`src/rtl/del_scan_rx.sv`:
```
// Delay-configuration scan receiver: deserialises an NBITS vector on shift_clk and commits it to a shadow register.
// Selects change only on the edge that closes a full window while core_hold=1; there is no backpressure.
module del_scan_rx #(
  parameter int               NBITS     = 11,
  parameter logic [NBITS-1:0] RESET_VEC = '0
) (
  input  logic       shift_clk,
  input  logic       reset,
  input  logic       del_scan_en,
  input  logic       del_scan_in,
  input  logic       core_hold,
  output logic       del_scan_out,
  output logic [1:0] mem_delay_sel,
  output logic [1:0] ex_delay_sel,
  output logic [1:0] id_delay_sel,
  output logic [1:0] if_delay_sel,
  output logic [1:0] sram_lat_select,
  output logic       force_bare,
  output logic       cfg_valid,
  output logic       scan_err
);

  localparam logic [0:0] IDLE  = 1'b0;
  localparam logic [0:0] SHIFT = 1'b1;

  localparam logic [3:0] CNT_FULL = 4'(NBITS);
  // One past full length marks an over-long window and is held there.
  localparam logic [3:0] CNT_MAX  = 4'(NBITS + 1);

  logic [0:0]       state;
  logic [NBITS-1:0] shift_reg;
  logic [NBITS-1:0] shadow;
  logic [3:0]       bit_cnt;
  logic [NBITS-1:0] shift_next;
  logic             window_close;
  logic             commit_ok;

  assign shift_next   = {shift_reg[NBITS-2:0], del_scan_in};
  assign window_close = (state == SHIFT) && !del_scan_en;
  assign commit_ok    = (bit_cnt == CNT_FULL) && core_hold;

  always_ff @(posedge shift_clk or posedge reset) begin
    if (reset) begin
      state <= IDLE;
    end else begin
      case (state)
        IDLE:    if (del_scan_en)  state <= SHIFT;
        SHIFT:   if (!del_scan_en) state <= IDLE;
        default: state <= IDLE;
      endcase
    end
  end

  // The shift register keeps its contents after a window closes so it can be read back.
  always_ff @(posedge shift_clk or posedge reset) begin
    if (reset) begin
      shift_reg <= '0;
    end else if (del_scan_en) begin
      shift_reg <= shift_next;
    end
  end

  always_ff @(posedge shift_clk or posedge reset) begin
    if (reset) begin
      bit_cnt <= '0;
    end else if (state == IDLE) begin
      if (del_scan_en) bit_cnt <= 4'd1;
    end else if (!del_scan_en) begin
      bit_cnt <= '0;
    end else if (bit_cnt != CNT_MAX) begin
      bit_cnt <= bit_cnt + 4'd1;
    end
  end

  always_ff @(posedge shift_clk or posedge reset) begin
    if (reset) begin
      shadow    <= RESET_VEC;
      cfg_valid <= 1'b0;
      scan_err  <= 1'b0;
    end else if (window_close) begin
      if (commit_ok) begin
        shadow    <= shift_reg;
        cfg_valid <= 1'b1;
        scan_err  <= 1'b0;
      end else begin
        scan_err  <= 1'b1;
      end
    end
  end

  assign del_scan_out    = shift_reg[NBITS-1];
  assign mem_delay_sel   = shadow[10:9];
  assign ex_delay_sel    = shadow[8:7];
  assign id_delay_sel    = shadow[6:5];
  assign if_delay_sel    = shadow[4:3];
  assign sram_lat_select = shadow[2:1];
  assign force_bare      = shadow[0];

endmodule

```
`config.mk`:
```
export PLATFORM = sky130hd
export DESIGN_NAME = del_scan_rx
export DESIGN_NICKNAME = d
export VERILOG_FILES = /design/src/rtl/del_scan_rx.sv
export SDC_FILE = /design/constraint.sdc
export NUM_CORES = 1
export LEC_CHECK = 0
export ABC_AREA = 0
export CAP_MARGIN = 40
export CORE_MARGIN = 2
export CORE_UTILIZATION = 42
export DETAILED_ROUTE_END_ITERATION = 10
export PLACE_DENSITY_LB_ADDON = 0.3
export SLEW_MARGIN = 20
export SYNTH_ARGS = -nofsm -noshare
export SYNTH_HDL_FRONTEND = slang
export SYNTH_SLANG_ARGS = --single-unit
```
`constraint.sdc`:
```
create_clock -name shift_clk -period 3.1 [get_ports shift_clk]
set_clock_uncertainty 0.15 [all_clocks]
set_input_delay 0.62 -clock shift_clk [delete_from_list [all_inputs] [get_ports shift_clk]]
set_output_delay 0.62 -clock shift_clk [all_outputs]
set_load 0.02 [all_outputs]
```
Yosys cells after proc, flatten, opt, wreduce, memory -nomap -nowiden
Cells that the tools add are included.
- output and inout port bits: 14
- latch bits: 0
- flip-flop bits (word level): 29
- input port bits: 5
- bits in read-only memories: 0
- memories kept: 0
- memory bits (writable): 0
- div/mod/pow operators: 0
- order comparisons: 0
- mux-type cells: 6
- reduce and logical (&&, ||, !) cells: 6
- $mul: 0
- shifts and indexed selects: 0
- bitwise operators: 0
- equal/unequal tests: 3
- $add $sub $neg: 1
- operator list (operator ; number):
    4-bit two-way mux ; 4
    4-bit by 1-bit adder with 4-bit output (second input constant) ; 1
    4-bit equality test (second input constant) ; 1
    4-bit != test (second input constant) ; 1
    2-bit AND reduction ; 2
    3-bit by 2-bit != test with 1-bit output (second input constant) ; 1
    1-bit logical AND ; 2
    1-bit two-way mux ; 2
    2-bit nonzero test ; 1
    1-bit zero test ; 1

Depth between registers and ports, before layout
Gate-level depths: netlist of the first run.
- depth in word-level cells: 4
- depth in mapped cells: 5
- mapped depth without buffers: 5

Worst setup path before layout of the first run
No wires, ideal clock.
- kind: input to register
- start point: input del_scan_en
- end point: register shadow[0]
- setup slack: 1.166 ns
- stages on the path: 5
- data arrival time: 1.658 ns
- cell sequence: buf_6 -> nand4b_4 -> nor3b_4 -> buf_8 -> mux2_4
- cells in the longest elaborated chain, start to end: 3
- ends and longest elaborated chain (item ; line ; text):
    start, declared ; 9 ; input logic del_scan_en,
    1-bit zero test ; n/a ;
    1-bit logical AND ; 39 ; assign window_close = (state == SHIFT) && !del_scan_en;
    2-bit AND reduction (no line) ; n/a ;
    end signal, assigned ; 82 ; shadow <= shift_reg;
    end, declared ; 32 ; logic [NBITS-1:0] shadow;
No other way between the ends.
A chain may end at the register's enable or synchronous reset.

Worst setup path in the final report of the first run
- start point: input core_hold
- end point: register shadow[3]
- cells in the longest elaborated chain, start to end: 2
- ends and longest elaborated chain (item ; line ; text):
    start, declared ; 11 ; input logic core_hold,
    1-bit logical AND ; 40 ; assign commit_ok = (bit_cnt == CNT_FULL) && core_hold;
    2-bit AND reduction (no line) ; n/a ;
No other way between the ends.

==> results of run 1 <==
==> routing by layer <==
| layer | wire, um | GRT usage (%) | vias up | part of all wire (%) |
|---|---|---|---|---|
| met3 | 76 | 4.62 | 2 | 3.9 |
| met5 | 0 | 0 | - | 0 |
| met1 | 961 | 18.8 | 359 | 49 |
| met4 | 24 | 7.31 | 0 | 1.2 |
| met2 | 902 | 19.3 | 13 | 46 |
| li1 | - | - | 349 | - |
==> cells by family after synthesis <==
group                    count (synthesis)  synth area share [%]
flip-flops                              29                  58.2
multiplexers                            22                  22.3
AND/OR/NAND/NOR                         17                  8.83
buffers and inverters                    8                  4.12
AO/OA/AOI/OAI                            7                  3.82
adder cells (fa/ha/maj)                  2                  2.01
XOR/XNOR                                 1                 0.703
==> cell type report <==
cell class              count  area (um^2)  share of cell area, %
clock buffers               7         55.1                   3.58
clock inverters             1         30.0                   1.95
inverters                   4         15.0                  0.977
multi-input cells          49          469                   30.5
flip-flops and latches     29          726                   47.2
well taps                  31         38.8                   2.52
repair buffers             21          203                   13.2
==> synthesized netlist by cell type <==
master / n / area, um^2
buf_6: 1 / 11.3
nand4_1: 2 / 12.5
buf_8: 1 / 15.0
nand4b_4: 1 / 23.8
o31ai_1: 1 / 7.51
dfrtp_1: 29 / 726
mux2_4: 8 / 120
buf_2: 2 / 10.0
mux2_2: 14 / 158
nor2_1: 3 / 11.3
nor3b_4: 1 / 18.8
nand2_1: 6 / 22.5
or2_2: 1 / 6.26
nand3_1: 3 / 15.0
inv_1: 4 / 15.0
xnor2_1: 1 / 8.76
o21a_1: 1 / 7.51
ha_1: 2 / 25.0
a21oi_1: 3 / 15.0
o311ai_0: 1 / 8.76
a211o_1: 1 / 8.76
==> critical path, cell delays in order <==
cell,delay [ns]
clkdlybuf4s50_1,0.51
nand4b_4,0.12
nor3b_4,0.39
buf_4,0.26
mux2_4,0.31
==> stage by stage <==
stage | total power, mW | util, %
floorplan | 0.542 | -
CTS | 0.907 | 55.2
detailed placement | 0.584 | 52.2
global placement | 0.577 | 52.2
global route | 0.941 | 55.2
finish | 0.890 | 55.2
==> how the worst max path moves through the flow <==
stage	slack, ns	start	to
after global routing	0.91	core_hold	shadow[3]
final	0.93	core_hold	shadow[3]
after CTS	0.93	del_scan_en	shadow[3]
after floorplan	1.17	del_scan_en	shadow[0]
after global placement	0.59	core_hold	shadow[2]
after detailed placement	0.59	del_scan_en	shadow[2]
==> power by group through the flow <==
| stage | sequential (mW) | clock (mW) | combinational, mW |
|---|---|---|---|
| global route | 0.477 | 0.349 | 0.116 |
| floorplan | 0.472 | 0 | 0.0703 |
| CTS | 0.470 | 0.331 | 0.106 |
| detailed placement | 0.478 | 0 | 0.105 |
| finish | 0.469 | 0.318 | 0.104 |
| global placement | 0.475 | 0 | 0.103 |
==> results.ini, run 1 <==
[layout]
final_cell_mix = dfrtp_1, clkdlybuf4s50_1, mux2_2, mux2_4, nand2_1
fin_cells = 142
antennaDiodeCount = 0
final_area_um2 = 1540
nets = 117
num-fill-cells = 243
final_common_cell = dfrtp_1
area_delta_synth_final_pct = 23.3
drive_gt1_share_pct = 31.5

[cts]
clkSinkCount = 29
clockBufferDepth = 2
cts.htree.levels = 2
insertion_delay_ns = 0.31
hold_buffers = 0
clk_pin_slew_worst_paths_ns = 0.09
cts_repair_resize_count = 0
clock-root-buffer = clkbuf_4
cts_setup_buffers = 0
cts_tree = built
cts_made_buffers = 5

[place]
dpl_cell_area_um2 = 1450
portBuffers = 18
place_ws_ns = 0.590
place_congestion = 0.797
hpwl_um = 1310
dpl.cell_count = 134

[detailed_routing]
viasPerCell = 5.09
ant_nets = 0
initialDrtViolationCount = 55
drc = 0
wl_um = 1970
vias = 723
dr.pass1.iters = 4
routedWlPerCell_um = 13.8

[power_and_ir_drop]
clock_power_share_pct = 35.7
ir_worst_vdd_v = 0.000472
pwr-share-comb_pct = 11.7
pwr-share-seq_pct = 52.7
p_switching_uw = 206
p_leak_nw = 0.702
intPower_uw = 684
p_per_area_nw_per_um2 = 580
sw_frac_of_total_pct = 23.1

[synth]
ys_seq_elements = 29
synthCells = 86
yosysWarnings = 0
avgSynthCellArea_um2 = 14.5
synth_area_um2 = 1250
synth_cell_types = 21
syn_nets = 93
synth.yosys.seq_area_share_pct = 58.2

[sta]
worst_slew_pin_slew_ns = 0.378
tns_ns = 0
finalHoldViolations = 0
finalCriticalPeriod_ns = 2.17
holdWs_ns = 0.348
timing.final.crit_share_pct = 70.0
setup_slack_ns = 0.931
rsz0062_at_grt = no
relSlewSlack_pct = 74.8
fmax_mhz = 461
drv_slew = 0
setup_viol = 0

[setup_path]
r2r_setup_slack_ns = 1.05
r2r_cells = 5
worstPathRequired_ns = 3.15
r2r-start = bit_cnt[0]
startpoint_type = input pin
r2r_end = shadow[3]
crit_arrival_ns = 2.22
end_kind = flip-flop
crit_type = input pin to flip-flop
crit_fanout = 8

[floorplan]
dieWidth_um = 58.5
die_area_um2 = 3420
num_rows = 19
start_util_pct = 44.8
die_y_um = 58.5
io_pins = 19
core_um2 = 2780

[global_routing]
grt-ovfl-total = 0
grt_pass1_vias = 757
antenna_found_initial = 0
grt_max_degree = 30
grt_pass1_wl_um = 3450
grtUsageTotal_pct = 13.8

[worst_hold_path]
whs_path_depth = 1
min-delay-start = cfg_valid
min_path_type = flip-flop to flip-flop
min_to = cfg_valid

[job]
drv_cap = 0

[outcome]
outcome = finished, final reports clean

Note: power is estimated with default switching activity, not from simulation.
==> inputs of run 2 (changes only) <==
clock period = 1.9 ns   (was 3.1 ns; I/O delays follow)
==> run 2 against run 1 <==
Combinational power grew 67%. Flip-flop and latch count is the same. Global-route usage grew 0.63 points. Sequential power grew 63%. Worst setup slack lost 0.88 ns. Die area is the same. Critical path depth shrank 4. Worst hold slack lost 0.097 ns. Via count grew 1.8%. Register-to-register slack lost 0.98 ns. Power grew 54%. Cell count grew 1.4%. Critical endpoint is now id_delay_sel[0]. Largest cell class unchanged. Largest power group unchanged.
==> results.ini, run 2 (synthesis gave the netlist of run 1 again) <==
[outcome]
outcome = finished, final reports clean

[floorplan]
start_util_pct = 44.8
die_y_um = 58.5
core_um2 = 2780
num_rows = 19
io_pins = 19
dieWidth_um = 58.5
die_area_um2 = 3420

[cts]
cts.htree.levels = 2
cts_repair_resize_count = 0
clkSinkCount = 29
hold_buffers = 0
clockBufferDepth = 2
cts_tree = built
clock-root-buffer = clkbuf_4
clk_pin_slew_worst_paths_ns = 0.10
cts_made_buffers = 5
insertion_delay_ns = 0.34
cts_setup_buffers = 0

[setup_path]
crit_fanout = 2
crit_family = buffers and inverters
end_kind = output port
worstPathRequired_ns = 1.37
crit_arrival_ns = 1.32
crit_type = flip-flop to output port
cp_slowest_stage_delay_ns = 0.61
critPathSlowestCell = clkdlybuf4s50_1
startpoint_type = flip-flop
path_cells = clkdlybuf4s50_1
path_buf_inv = 1

[power_and_ir_drop]
p_per_area_nw_per_um2 = 887
p_leak_nw = 0.775
ir_worst_vdd_v = 0.000641

[sta]
worst_slew_pin_slew_ns = 0.366
relSlewSlack_pct = 75.6
drv_slew = 0
setup_viol = 0
setup_slack_ns = 0.0469
finalHoldViolations = 0
rsz0062_at_grt = no
holdWs_ns = 0.251
finalCriticalPeriod_ns = 1.85
fmax_mhz = 540
timing.final.crit_share_pct = 97.5

[global_routing]
grt_pass1_vias = 739
antenna_found_initial = 0
grt_pass1_wl_um = 3520
grt_max_degree = 30
grt-ovfl-total = 0
grtUsageTotal_pct = 14.4

[detailed_routing]
dr.pass1.iters = 4
wl_um = 2120
vias = 736
drc = 0
initialDrtViolationCount = 33
ant_nets = 0
viasPerCell = 5.11
routedWlPerCell_um = 14.7

[place]
place_congestion = 0.698
place_ws_ns = -0.165
dpl.cell_count = 136
portBuffers = 18
hpwl_um = 1390

[worst_hold_path]
min_path_type = input pin to async pin

[layout]
antennaDiodeCount = 0
area_delta_synth_final_pct = 24.1
final_common_cell = dfrtp_1
fin_cells = 144
nets = 119
final_cell_mix = dfrtp_1, mux2_2, clkdlybuf4s50_1, mux2_4, nand2_1
drive_gt1_share_pct = 33.6

[job]
drv_cap = 0

## run 2: report_power, final
part	switching (mW)	total (mW)	internal [mW]
Sequential	0.0657	0.766	0.701
Clock	0.217	0.431	0.214
Combinational	0.0719	0.174	0.102
## run 2: path summary, 6_finish.rpt
check                           startpoint              end  slack (ns)  depth (start not counted)
worst min register to register   cfg_valid        cfg_valid        0.34                          1
min in group shift_clk           cfg_valid        cfg_valid        0.34                          1
max in group asynchronous            reset        cfg_valid        1.07                          3
worst min-delay path                 reset     shift_reg[7]        0.25                          3
worst max register to register  bit_cnt[1]        shadow[3]        0.07                          5
worst max-delay path             shadow[5]  id_delay_sel[0]        0.05                          1
## run 2: area by class of cell
class,instances,area (um^2)
fillers,233,1230
repair buffers,23,228
clock buffers,7,65.1
well taps,31,38.8
inverters,4,15.0
clock inverters,1,5.00
flip-flops and latches,29,726
multi-input cells,49,469
## run 2: through the flow
step / total power [mW] / TNS, ns / area, um^2 / utilization [%]
3_5_place_dp: 0.958 / -1.68 / 1470 / 52.7
5_1_grt: 1.44 / 0 / 1550 / 55.6
3_3_place_gp: 0.947 / -1.57 / 1470 / 52.7
6_report: 1.37 / 0 / 1550 / 55.6
2_1_floorplan: 0.885 / 0 / 1250 / -
4_1_cts: 1.39 / 0 / 1540 / 55.2
## run 2: layer usage
layer  vias to the layer above  part of all wire [%]  GRT usage [%]
met2                        20                    43           18.6
li1                        351                     -              -
met1                       358                    48           19.1
met4                         0                   2.6           10.3
met3                         7                   7.0           5.93
met5                         -                     0              0
==> inputs of run 3 (changes only) <==
CORE_UTILIZATION = 45   (was 42)
clock period = 1.8 ns   (was 1.9 ns; I/O delays follow)
==> run 3 against run 2 <==
Die area decreased by 6.2%. Cell count increased by 2.1%. Clock power increased by 30%. Count of clock-buffer cells in the layout unchanged. Critical path type is now flip-flop to flip-flop.
==> results.ini, run 3 (synthesis gave the netlist of run 1 again) <==
[cts]
cts.htree.levels = 2
clockBufferDepth = 2
insertion_delay_ns = 0.33
cts_made_buffers = 5
clkSinkCount = 29
clock-root-buffer = clkbuf_4
clk_pin_slew_worst_paths_ns = 0.10
cts_tree = built
hold_buffers = 0

[place]
hpwl_um = 1390
place_congestion = 0.812
portBuffers = 18
place_ws_ns = -0.238
dpl.cell_count = 137
dpl_cell_area_um2 = 1490

[detailed_routing]
ant_nets = 0
dr.pass1.iters = 4
routedWlPerCell_um = 14.6
viasPerCell = 5.29
wl_um = 2150
initialDrtViolationCount = 17
drc = 0
vias = 778

[global_routing]
grtUsageTotal_pct = 15.7
grt_max_degree = 30
antenna_found_initial = 0
grt-ovfl-total = 0
grt_pass1_wl_um = 3730
grt_pass1_vias = 853

[sta]
worst_slew_pin_slew_ns = 0.352
setup_slack_ns = 0.0662
timing.final.crit_share_pct = 96.3
holdWs_ns = 0.238
relSlewSlack_pct = 76.6
finalCriticalPeriod_ns = 1.73
drv_slew = 0
rsz0062_at_grt = yes
setup_viol = 0
fmax_mhz = 577
finalHoldViolations = 0

[worst_hold_path]
min_path_type = input pin to async pin

[floorplan]
die_area_um2 = 3210
start_util_pct = 46.4
core_um2 = 2690
io_pins = 19
dieWidth_um = 56.6
num_rows = 19
die_y_um = 56.6

[setup_path]
crit_type = flip-flop to flip-flop
r2r_end = bit_cnt[1]
worstPathRequired_ns = 1.86
cp_slowest_stage_delay_ns = 0.42
crit_family = flip-flops
r2r_setup_slack_ns = 0.07
crit_fanout = 3
path_cells = buf_4 -> buf_4 -> inv_1 -> ha_1 -> nand3_1 -> o311ai_0
path_common_cell = buf_4
end_kind = flip-flop
r2r_cells = 6
startpoint_type = flip-flop
path_buf_inv = 3
r2r-start = bit_cnt[1]
critPathSlowestCell = dfrtp_1
crit_arrival_ns = 1.80

[layout]
final_common_cell = dfrtp_1
num-fill-cells = 228
area_delta_synth_final_pct = 28.6
fin_cells = 147
antennaDiodeCount = 0
final_cell_mix = dfrtp_1, dlygate4sd2_1, mux2_2, mux2_4
nets = 122
final_area_um2 = 1600
multi_input_area_um2 = 485
seq_area_um2 = 726
drive_gt1_share_pct = 35.3

[power_and_ir_drop]
p_leak_nw = 0.785
p_per_area_nw_per_um2 = 973
ir_worst_vdd_v = 0.000792
p_total_mw = 1.56

[outcome]
outcome = finished, final reports clean

[job]
drv_cap = 0

[run 3: area by class of cell]
cell class,instances,area share [%]
timing repair buffer,26,15.8
clock inverter,1,1.87
clock buffer,7,3.43
sequential,29,45.3
tap,31,2.42
multi-input combinational,49,30.3
inverter,4,0.937
[run 3: stage by stage]
step	setup TNS [ns]	utilization [%]
global route	0	59.7
finish	0	59.7
CTS	0	57.8
floorplan	0	-
detailed placement	-2.32	55.3
global placement	-2.16	55.3
[run 3: routing by layer]
layer	vias to the layer above	wire length, um	track usage [%]
li1	355	-	-
met1	387	971	19.3
met2	28	1010	23.6
met3	8	102	4.84
met4	0	64	10.5
met5	-	0	0
[run 3: tightest hold or removal path, delay by kind of cell]
| kind | cells | cell delay (ns) |
|---|---|---|
| buffers and inverters | 3 | 0.77 |
[run 3: timing repair]
item	4_1_cts	5_1_grt
setup endpoints to repair	14	11
pin swaps	0	3
buffers inserted	0	1
gates resized for setup	14	3
gates cloned	0	1
[run 3: power by group]
group / internal (mW) / switching (mW) / leakage [nW] / total, mW
clock network: 0.332 / 0.230 / 0.0455 / 0.561
registers: 0.740 / 0.0661 / 0.372 / 0.806
logic: 0.111 / 0.0812 / 0.368 / 0.192
[run 3: worst max path at each step]
stage,from,to,slack (ns),depth (start not counted)
2_1_floorplan,bit_cnt[0],shadow[0],0.04,5
3_3_place_gp,core_hold,shadow[9],-0.22,5
3_5_place_dp,del_scan_en,shadow[9],-0.24,5
4_1_cts,bit_cnt[1],shadow[9],0.02,5
5_1_grt,bit_cnt[0],shadow[5],0.003,5
6_report,bit_cnt[1],bit_cnt[1],0.07,6
